## config.mk

```make
export PLATFORM = sky130hd
export DESIGN_NAME = muldiv_unit_flat
export DESIGN_NICKNAME = d
export VERILOG_FILES = /design/src/rtl/muldiv_unit_if.sv /design/src/rtl/muldiv_unit.sv /design/src/flat_wrapper.sv
export SDC_FILE = /design/constraint.sdc
export NUM_CORES = 1
export LEC_CHECK = 0
export CAP_MARGIN = 20
export CORE_MARGIN = 3
export CORE_UTILIZATION = 35
export CTS_CLUSTER_SIZE = 20
export DETAILED_ROUTE_END_ITERATION = 7
export DONT_BUFFER_PORTS = 1
export MAX_ROUTING_LAYER = met4
export PLACE_DENSITY = 0.46
export SLEW_MARGIN = 20
export SYNTH_ARGS = -nofsm -noshare
export SYNTH_HDL_FRONTEND = slang
export SYNTH_SLANG_ARGS = --single-unit
```

## constraint.sdc

```tcl
create_clock -name clk -period 6.65 [get_ports clk]
set_input_delay 1.33 -clock clk [delete_from_list [all_inputs] [get_ports clk]]
set_output_delay 1.33 -clock clk [all_outputs]
set_load 0.005 [all_outputs]
```

## src/rtl/muldiv_unit_if.sv

```systemverilog
// muldiv_unit_if: pipeline <-> multiply/divide unit signal bundle.
//   master modport: Execute-stage pipeline (drives start/op/operands,
//                   observes stall, done strobe and result).
//   slave modport : muldiv_unit.
// Signals: MulStartE, MulOpE[2:0], SrcAE, SrcBE (pipeline -> unit);
//          MulBusy, MulDoneE, MulResultE (unit -> pipeline).
interface muldiv_unit_if #(
  parameter int WIDTH = 32
);
  logic             MulStartE;
  logic [2:0]       MulOpE;
  logic [WIDTH-1:0] SrcAE;
  logic [WIDTH-1:0] SrcBE;
  logic             MulBusy;
  logic             MulDoneE;
  logic [WIDTH-1:0] MulResultE;

  modport master (
    output MulStartE, MulOpE, SrcAE, SrcBE,
    input  MulBusy, MulDoneE, MulResultE
  );

  modport slave (
    input  MulStartE, MulOpE, SrcAE, SrcBE,
    output MulBusy, MulDoneE, MulResultE
  );
endinterface

```

## src/rtl/muldiv_unit.sv

```systemverilog
// muldiv_unit: iterative RV32M multiply/divide unit in the Execute stage.
//   Multiply: shift-add, one multiplier bit per cycle (LSB first).
//   Divide  : restoring division, one quotient bit per cycle (MSB first).
//   Operands are reduced to magnitudes at start; the result sign is fixed
//   up combinationally while the result is presented.
// Ports:
//   clk   - pipeline clock
//   reset - synchronous, active-high reset
//   bus   - muldiv_unit_if.slave (MulStartE, MulOpE, SrcAE, SrcBE in;
//           MulBusy, MulDoneE, MulResultE out)
// Configuration:
//   MULDIV_DIV_EN - when defined, DIV/DIVU/REM/REMU are computed. When
//   undefined the divider is not built: funct3[2]=1 ops go straight to
//   DONE with a zero result after a single stall cycle.
module muldiv_unit #(
  parameter int WIDTH = 32
) (
  input  logic          clk,
  input  logic          reset,
  muldiv_unit_if.slave  bus
);

  localparam int CW = $clog2(WIDTH);

  typedef enum logic [1:0] {
    S_IDLE = 2'd0,
    S_BUSY = 2'd1,
    S_DONE = 2'd2
  } state_t;

  state_t               state_q, state_d;
  logic [2:0]           op_q, op_d;
  logic                 neg_q, neg_d;
  logic [2*WIDTH-1:0]   acc_q, acc_d;
  // Multiplicand (shifted left each step) for multiply; for divide the
  // low word is the dividend, shifted left so its MSB feeds the remainder.
  logic [2*WIDTH-1:0]   mcand_q, mcand_d;
  // Multiplier (shifted right each step) or divisor (held).
  logic [WIDTH-1:0]     opb_q, opb_d;
  logic [CW-1:0]        cnt_q, cnt_d;

  // ---------------- start-cycle operand conditioning ----------------
  logic             in_is_div;
  logic             in_a_signed, in_b_signed;
  logic             in_div_zero;
  logic             in_sa, in_sb;
  logic [WIDTH-1:0] in_mag_a, in_mag_b;
  logic             in_neg;

  assign in_is_div   = bus.MulOpE[2];
  // MULH (001), MULHSU (010), DIV (100), REM (110) treat rs1 as signed.
  assign in_a_signed = (bus.MulOpE == 3'b001) || (bus.MulOpE == 3'b010) ||
                       (bus.MulOpE == 3'b100) || (bus.MulOpE == 3'b110);
  // MULH, DIV, REM treat rs2 as signed.
  assign in_b_signed = (bus.MulOpE == 3'b001) || (bus.MulOpE == 3'b100) ||
                       (bus.MulOpE == 3'b110);
  assign in_div_zero = in_is_div && (bus.SrcBE == '0);
  // On divide-by-zero the operands are used raw and unsigned: the
  // restoring loop then yields all-ones quotient and remainder = rs1.
  assign in_sa       = in_a_signed && bus.SrcAE[WIDTH-1] && !in_div_zero;
  assign in_sb       = in_b_signed && bus.SrcBE[WIDTH-1] && !in_div_zero;
  assign in_mag_a    = in_sa ? (-bus.SrcAE) : bus.SrcAE;
  assign in_mag_b    = in_sb ? (-bus.SrcBE) : bus.SrcBE;
  // Remainder takes the dividend's sign; product and quotient the XOR.
  assign in_neg      = (in_is_div && bus.MulOpE[1]) ? in_sa : (in_sa ^ in_sb);

`ifdef MULDIV_DIV_EN
  // One restoring-division step: shift next dividend bit into the
  // partial remainder and try subtracting the divisor.
  logic [WIDTH:0] rem_sh, rem_diff;
  assign rem_sh   = {acc_q[2*WIDTH-1:WIDTH], mcand_q[WIDTH-1]};
  assign rem_diff = rem_sh - {1'b0, opb_q};
`endif

  // ---------------- next-state logic ----------------
  always_comb begin
    state_d = state_q;
    op_d    = op_q;
    neg_d   = neg_q;
    acc_d   = acc_q;
    mcand_d = mcand_q;
    opb_d   = opb_q;
    cnt_d   = cnt_q;
    unique case (state_q)
      S_IDLE: begin
        if (bus.MulStartE) begin
          op_d    = bus.MulOpE;
          neg_d   = in_neg;
          acc_d   = '0;
          cnt_d   = '0;
          mcand_d = {{WIDTH{1'b0}}, in_mag_a};
          opb_d   = in_mag_b;
          state_d = S_BUSY;
`ifndef MULDIV_DIV_EN
          if (bus.MulOpE[2]) begin
            state_d = S_DONE;
          end
`endif
        end
      end
      S_BUSY: begin
        if (!op_q[2]) begin
          acc_d   = acc_q + (opb_q[0] ? mcand_q : '0);
          mcand_d = mcand_q << 1;
          opb_d   = opb_q >> 1;
        end
`ifdef MULDIV_DIV_EN
        else begin
          mcand_d = mcand_q << 1;
          acc_d   = {rem_diff[WIDTH] ? rem_sh[WIDTH-1:0] : rem_diff[WIDTH-1:0],
                     acc_q[WIDTH-2:0], ~rem_diff[WIDTH]};
        end
`endif
        cnt_d = cnt_q + 1'b1;
        if (cnt_q == CW'(WIDTH - 1)) begin
          state_d = S_DONE;
        end
      end
      S_DONE: begin
        // MulStartE still belongs to the completing instruction here.
        state_d = S_IDLE;
      end
      default: state_d = S_IDLE;
    endcase
  end

  always_ff @(posedge clk) begin
    if (reset) begin
      state_q <= S_IDLE;
      op_q    <= '0;
      neg_q   <= 1'b0;
      acc_q   <= '0;
      mcand_q <= '0;
      opb_q   <= '0;
      cnt_q   <= '0;
    end else begin
      state_q <= state_d;
      op_q    <= op_d;
      neg_q   <= neg_d;
      acc_q   <= acc_d;
      mcand_q <= mcand_d;
      opb_q   <= opb_d;
      cnt_q   <= cnt_d;
    end
  end

  // ---------------- result fix-up and outputs ----------------
  logic [2*WIDTH-1:0] prod_fix;
  logic [WIDTH-1:0]   result;

  assign prod_fix = neg_q ? (-acc_q) : acc_q;

`ifdef MULDIV_DIV_EN
  logic [WIDTH-1:0] quot_fix, rem_fix;
  assign quot_fix = neg_q ? (-acc_q[WIDTH-1:0]) : acc_q[WIDTH-1:0];
  assign rem_fix  = neg_q ? (-acc_q[2*WIDTH-1:WIDTH]) : acc_q[2*WIDTH-1:WIDTH];
`endif

  always_comb begin
    result = '0;
    if (state_q == S_DONE) begin
      if (!op_q[2]) begin
        result = (op_q[1:0] == 2'b00) ? prod_fix[WIDTH-1:0]
                                      : prod_fix[2*WIDTH-1:WIDTH];
      end
`ifdef MULDIV_DIV_EN
      else begin
        result = op_q[1] ? rem_fix : quot_fix;
      end
`endif
    end
  end

  assign bus.MulBusy    = !reset && (((state_q == S_IDLE) && bus.MulStartE) ||
                                     (state_q == S_BUSY));
  assign bus.MulDoneE   = (state_q == S_DONE);
  assign bus.MulResultE = result;

endmodule

```

## src/flat_wrapper.sv

```systemverilog
// flat-port wrapper written by rule: the top's interface ports become plain ports
module muldiv_unit_flat 
#(
  parameter int WIDTH = 32
)
  (clk, reset, bus_MulStartE, bus_MulOpE, bus_SrcAE, bus_SrcBE, bus_MulBusy, bus_MulDoneE, bus_MulResultE);
  muldiv_unit_if #(.WIDTH(WIDTH)) bus_i ();
  input  logic clk;
  input  logic reset;
  input wire logic [$bits(bus_i.MulStartE)-1:0] bus_MulStartE;
  input wire logic [$bits(bus_i.MulOpE)-1:0] bus_MulOpE;
  input wire logic [$bits(bus_i.SrcAE)-1:0] bus_SrcAE;
  input wire logic [$bits(bus_i.SrcBE)-1:0] bus_SrcBE;
  output wire logic [$bits(bus_i.MulBusy)-1:0] bus_MulBusy;
  output wire logic [$bits(bus_i.MulDoneE)-1:0] bus_MulDoneE;
  output wire logic [$bits(bus_i.MulResultE)-1:0] bus_MulResultE;
  assign bus_i.MulStartE = bus_MulStartE;
  assign bus_i.MulOpE = bus_MulOpE;
  assign bus_i.SrcAE = bus_SrcAE;
  assign bus_i.SrcBE = bus_SrcBE;
  assign bus_MulBusy = bus_i.MulBusy;
  assign bus_MulDoneE = bus_i.MulDoneE;
  assign bus_MulResultE = bus_i.MulResultE;
  muldiv_unit #(.WIDTH(WIDTH)) u_core (.clk(clk), .reset(reset), .bus(bus_i));
endmodule
```

==> results.json, run 1 <==
{
  "status": "finished, final reports clean",
  "ys_seq_area_frac": 0.251,
  "worst_r2r_path_depth": 15,
  "cp-end-kind": "output pin",
  "cp.required_ps": 5320,
  "fin_cells": 2326,
  "rsz0062_at_grt": "no",
  "synth_cell_types": 78,
  "synth_area_sq_mm": 0.0136,
  "hpwl_um": 36100,
  "fin_crit_ps": 4970,
  "max_freq_mhz": 201,
  "ir_drop_mv": 0.112,
  "synth-main-ff-cell": "dfxtp_1",
  "worst-setup-path-type": "reg2out",
  "grt_pass1_wl_um": 73900,
  "dpl.cell_count": 2293,
  "die_y_um": 203,
  "syn_area_per_cell_sq_um": 7.26,
  "initial_core_util": 0.359,
  "drive_above_1_share": 0.0502,
  "area_growth_syn_to_layout_pct": 7.42,
  "worst-path-max-fanout": 7,
  "grt_usage": 0.233,
  "syn-num-nets": 2018,
  "place_congestion": 0.957,
  "grt_max_degree": 140,
  "yosys_warnings": 0,
  "setup_viol": 0,
  "cts_hold_buf": 0,
  "fp.coreArea_sq_mm": 0.0380,
  "drv_slew": 0,
  "max_stage_delay_ps": 660,
  "totalWireLength_um": 47600,
  "crit_chain": "nor4_1, nand4_1, nor4_1, nand2_1, nor2_1, nand2_1, o41ai_1, xor2_1, a211oi_1",
  "io-pin-count": 104,
  "cts.sinks": 171,
  "portBuffers": 0,
  "viasPerCell": 5.68,
  "final_util": 0.385,
  "syn_inst": 1879,
  "dr.pass1.iters": 5,
  "synthArstFlopShare": 0,
  "p_leak_nw": 5.75,
  "fin_nets": 1940,
  "via_count": 13214,
  "rows": 71,
  "cts_buffers": 17,
  "seq_area_sq_mm": 0.00342,
  "p_per_area_mw_per_mm2": 179,
  "preCtsSetupSlack_ps": 2170,
  "routedWlPerCell_um": 20.5,
  "setup-tns-final_ps": 0,
  "worst_hold_slack_ps": 474,
  "yosys-top-cells-area": "dfxtp_1, nor2_1, ha_1",
  "drt_iter0_drc": 936,
  "holdCritPathClass": "reg2reg",
  "timing.slew.headroom": 0.321,
  "startpoint_type": "flop",
  "yosysTopAreaCellShare": 0.251,
  "grt_pass1_vias": 12475,
  "design.die.area_sq_mm": 0.0414,
  "nFillCells": 4169,
  "die-width_um": 203,
  "worst_slew_pin_slew_ps": 1020,
  "synth_edf_count": 0,
  "clock_path_buffers": 2,
  "slowest_stage": "nor4_1",
  "cts_tree": "yes",
  "drc": 0,
  "min_path_cells": 2,
  "skew_ps": 12.2,
  "final_common_cell": "nor2_1",
  "yosysTopAreaCell": "dfxtp_1",
  "final_cell_mix": "nor2_1, nand2_1, dfxtp_1, a21oi_1, o21ai_0",
  "period_share": 0.748,
  "multi_input_area_sq_mm": 0.00970,
  "cts_resized": 0,
  "gr-total-overflow": 0,
  "ys_seq_elements": 171,
  "clk_pin_slew_ps": 70,
  "antenna_found_initial": 0,
  "drv_cap": 0,
  "finalHoldViolations": 0,
  "crit_arrival_ps": 3640,
  "post_cts_buffers": 0,
  "layout_setup_ws_ps": 1680,
  "h-tree-depth": 4,
  "insertion_delay_ps": 450,
  "cts_root_buf": "clkbuf_16",
  "final_antenna_net_count": 0
}
==> cell usage after synthesis (all sizes together), types with 24 or more instances <==
cell type  count
a211oi        71
xor2          71
nor3          31
inv           24
nand2        188
ha            68
a21o          40
nor4          25
a21oi        153
and2          74
a22oi         57
dfxtp        171
clkbuf       104
o21ai        121
nor2         262
xnor2         92
a31oi         33
o31ai         31
nand3         47
==> cell type report <==
class,count,area share
multi-input combinational,1566,0.662
sequential,171,0.234
tap,511,0.0436
clock buffer,17,0.0290
clock inverter,15,0.0134
timing repair buffer,21,0.0116
inverter,24,0.00615
antenna,1,0.000171
==> stage by stage <==
step	area, sq um	power [W]
final	14600	0.00263
after global routing	14600	0.00277
after CTS	14600	0.00267
after detailed placement	14000	0.00156
after global placement	14000	0.00156
after floorplan	13600	0.00145
==> cells by family after synthesis <==
| family | after synthesis | synth area share |
|---|---|---|
| buffers and inverters | 142 | 0.0401 |
| AND/OR/NAND/NOR | 734 | 0.255 |
| flip-flops | 171 | 0.251 |
| multiplexers | 2 | 0.00147 |
| XOR/XNOR | 163 | 0.105 |
| AO/OA/AOI/OAI | 598 | 0.284 |
| adder cells (fa/ha/maj) | 69 | 0.0639 |
==> worst paths after layout <==
check	from	end	slack (ps)
worst min register to register	u_core.opb_q[21]	u_core.opb_q[21]	470
worst max register to register	u_core.opb_q[0]	u_core.acc_q[60]	2360
worst min-delay path	u_core.opb_q[21]	u_core.opb_q[21]	470
worst max-delay path	u_core.acc_q[22]	bus_MulResultE[27]	1680
==> layer usage <==
| layer | vias up | GRT usage | share of wire |
|---|---|---|---|
| met1 | 6199 | 0.330 | 0.49 |
| li1 | 6630 | - | - |
| met3 | 40 | 0.0385 | 0.054 |
| met5 | - | - | 0 |
| met2 | 345 | 0.345 | 0.44 |
| met4 | 0 | 0.0556 | 0.017 |
==> flip-flops by register name, summed over array words and instances, names as in the netlist <==
name	count
u_core.state_q	2
u_core.acc_q	64
u_core.cnt_q	5
u_core.opb_q	32
u_core.mcand_q	64
u_core.op_q	3
u_core.neg_q	1
==> power breakdown <==
part / internal (W) / leakage [nW] / switching (W) / total, W
Combinational: 0.000144 / 4.06 / 0.000278 / 0.000423
Clock: 0.000606 / 0.301 / 0.000487 / 0.00109
Sequential: 0.00107 / 1.39 / 0.0000445 / 0.00111
==> worst max-delay path: cells and delay by family (launching register included) <==
kind,cells,cell delay [ps]
compound gates,2,730
xor+xnor,1,120
flops,1,380
simple gates,6,1960
Note: power is estimated with default switching activity, not from simulation.
==> inputs of run 2 (changes only) <==
==> constraint.sdc (replaced) <==
create_clock -name clk -period 4.8 [get_ports clk]
set_input_delay 0.96 -clock clk [delete_from_list [all_inputs] [get_ports clk]]
set_output_delay 0.96 -clock clk [all_outputs]
set_load 0.005 [all_outputs]
==> run 2 against run 1 <==
Against the previous run: worst hold slack is essentially flat; sequential cell count unchanged; critical path type unchanged; global-route usage is 0.30 points lower; via count grew 0.64%; utilization rose by 0.44 points; non-clock buffer count is 23 higher; highest routed layer unchanged; design area up 1.1%; sequential power up 39%.
==> results.json, run 2 (synthesis gave the netlist of run 1 again) <==
{
  "p_leak_nw": 5.86,
  "post_cts_buffers": 0,
  "cts_root_buf": "clkbuf_16",
  "dr.pass1.iters": 5,
  "die_y_um": 203,
  "io-pin-count": 104,
  "cts_tree": "yes",
  "place_congestion": 0.916,
  "totalWireLength_um": 47300,
  "path_buf_inv": 1,
  "worst_hold_slack_ps": 474,
  "fin_nets": 1963,
  "fp.coreArea_sq_mm": 0.0380,
  "drt_iter0_drc": 834,
  "grt_pass1_vias": 12547,
  "cts_resized": 0,
  "preCtsSetupSlack_ps": 648,
  "area_growth_syn_to_layout_pct": 8.64,
  "worst_r2r_path_depth": 15,
  "antenna_found_initial": 0,
  "initial_core_util": 0.359,
  "routedWlPerCell_um": 20.1,
  "rows": 71,
  "path_depth": 9,
  "clock_path_buffers": 2,
  "cts.sinks": 171,
  "max_stage_delay_ps": 590,
  "cp_top_family": "simple AND/OR/NAND/NOR gates",
  "reg_top3": "u_core.acc_q x64, u_core.mcand_q x64, u_core.opb_q x32",
  "die-width_um": 203,
  "p_per_area_mw_per_mm2": 242,
  "cts_hold_buf": 0,
  "drc": 0,
  "h-tree-depth": 4,
  "final_cell_mix": "nor2_1, nand2_1, dfxtp_1, a21oi_1, o21ai_0",
  "viasPerCell": 5.66,
  "ir_drop_mv": 0.188,
  "insertion_delay_ps": 460,
  "crit_chain": "nor4_4, nand4b_2, or2_1, or4_4, or2_4, a31oi_1, a21oi_1, nor4_2, buf_4",
  "via_count": 13298,
  "portBuffers": 0,
  "design.die.area_sq_mm": 0.0414,
  "hpwl_um": 36000,
  "drv_slew": 0,
  "cp-end-kind": "output pin",
  "skew_ps": 12.1,
  "grt_max_degree": 140,
  "period_share": 0.955,
  "gr-total-overflow": 0,
  "final_antenna_net_count": 0,
  "cp.required_ps": 3840,
  "final_common_cell": "nor2_1",
  "worst-setup-path-type": "reg2out",
  "layout_setup_ws_ps": 217,
  "setup_viol": 0,
  "grt_usage": 0.230,
  "drv_cap": 0,
  "holdCritPathClass": "reg2reg",
  "status": "finished, final reports clean",
  "worst-path-max-fanout": 8,
  "grt_pass1_wl_um": 73000,
  "fin_crit_ps": 4580,
  "setup-tns-final_ps": 0,
  "clk_pin_slew_ps": 70,
  "num_antenna_cells": 0,
  "worst_slew_pin_slew_ps": 1020,
  "crit_arrival_ps": 3620,
  "timing.slew.headroom": 0.317,
  "max_freq_mhz": 218,
  "drive_above_1_share": 0.0637,
  "cts_buffers": 17,
  "rsz0062_at_grt": "no",
  "min_path_cells": 2,
  "finalHoldViolations": 0,
  "startpoint_type": "flop",
  "slowest_stage": "or4_4"
}
## run 2: worst paths after layout
kind                                  startpoint                  to  slack [ps]
worst max-delay path             u_core.acc_q[2]  bus_MulResultE[10]         220
worst min-delay path            u_core.opb_q[23]    u_core.opb_q[23]         470
worst max register to register   u_core.opb_q[0]    u_core.acc_q[63]         850
worst min register to register  u_core.opb_q[23]    u_core.opb_q[23]         470
## run 2: stage by stage
stage | instances | instance area (sq um) | power [W] | utilization
3_5_place_dp | 2316 | 14200 | 0.00217 | 0.373
2_1_floorplan | 1879 | 13600 | 0.00201 | -
6_report | 2348 | 14800 | 0.00359 | 0.390
3_3_place_gp | 2316 | 14200 | 0.00216 | 0.373
5_1_grt | 2348 | 14800 | 0.00376 | 0.390
4_1_cts | 2348 | 14800 | 0.00364 | 0.389
## run 2: layer usage
metal | up-vias | track usage | share of wire | wire (um)
li1 | 6668 | - | - | -
met1 | 6240 | 0.324 | 0.49 | 23300
met2 | 353 | 0.341 | 0.43 | 20500
met3 | 37 | 0.0442 | 0.057 | 2680
met4 | 0 | 0.0492 | 0.017 | 786
met5 | - | - | 0 | 0
## run 2: cell type report
class / instances / area [sq um]
well taps: 511 / 639
fillers: 4142 / 23200
multi-input cells: 1566 / 9720
repair buffers: 44 / 343
flip-flops and latches: 171 / 3420
inverters: 24 / 90.1
clock buffers: 17 / 425
clock inverters: 15 / 171
## run 2: worst reg2reg max path, stage by stage (launching register included)
cell and delay (ps):
dfxtp_1 340, buf_4 280, and2_1 260, ha_1 320, a21oi_1 200, o21bai_1 80, a21oi_1 180, o21ai_0 210
a2111oi_0 630, buf_4 220, or3_1 90, o21ai_0 80, a2111oi_0 450, buf_4 220, o22ai_1 70, a22o_1 210
## run 2: where the power goes
part / internal, W / leakage, nW / switching (W)
Clock: 0.000745 / 0.285 / 0.000707
Sequential: 0.00148 / 1.39 / 0.0000606
Combinational: 0.000205 / 4.18 / 0.000389
Total: 0.00243 / 5.86 / 0.00116
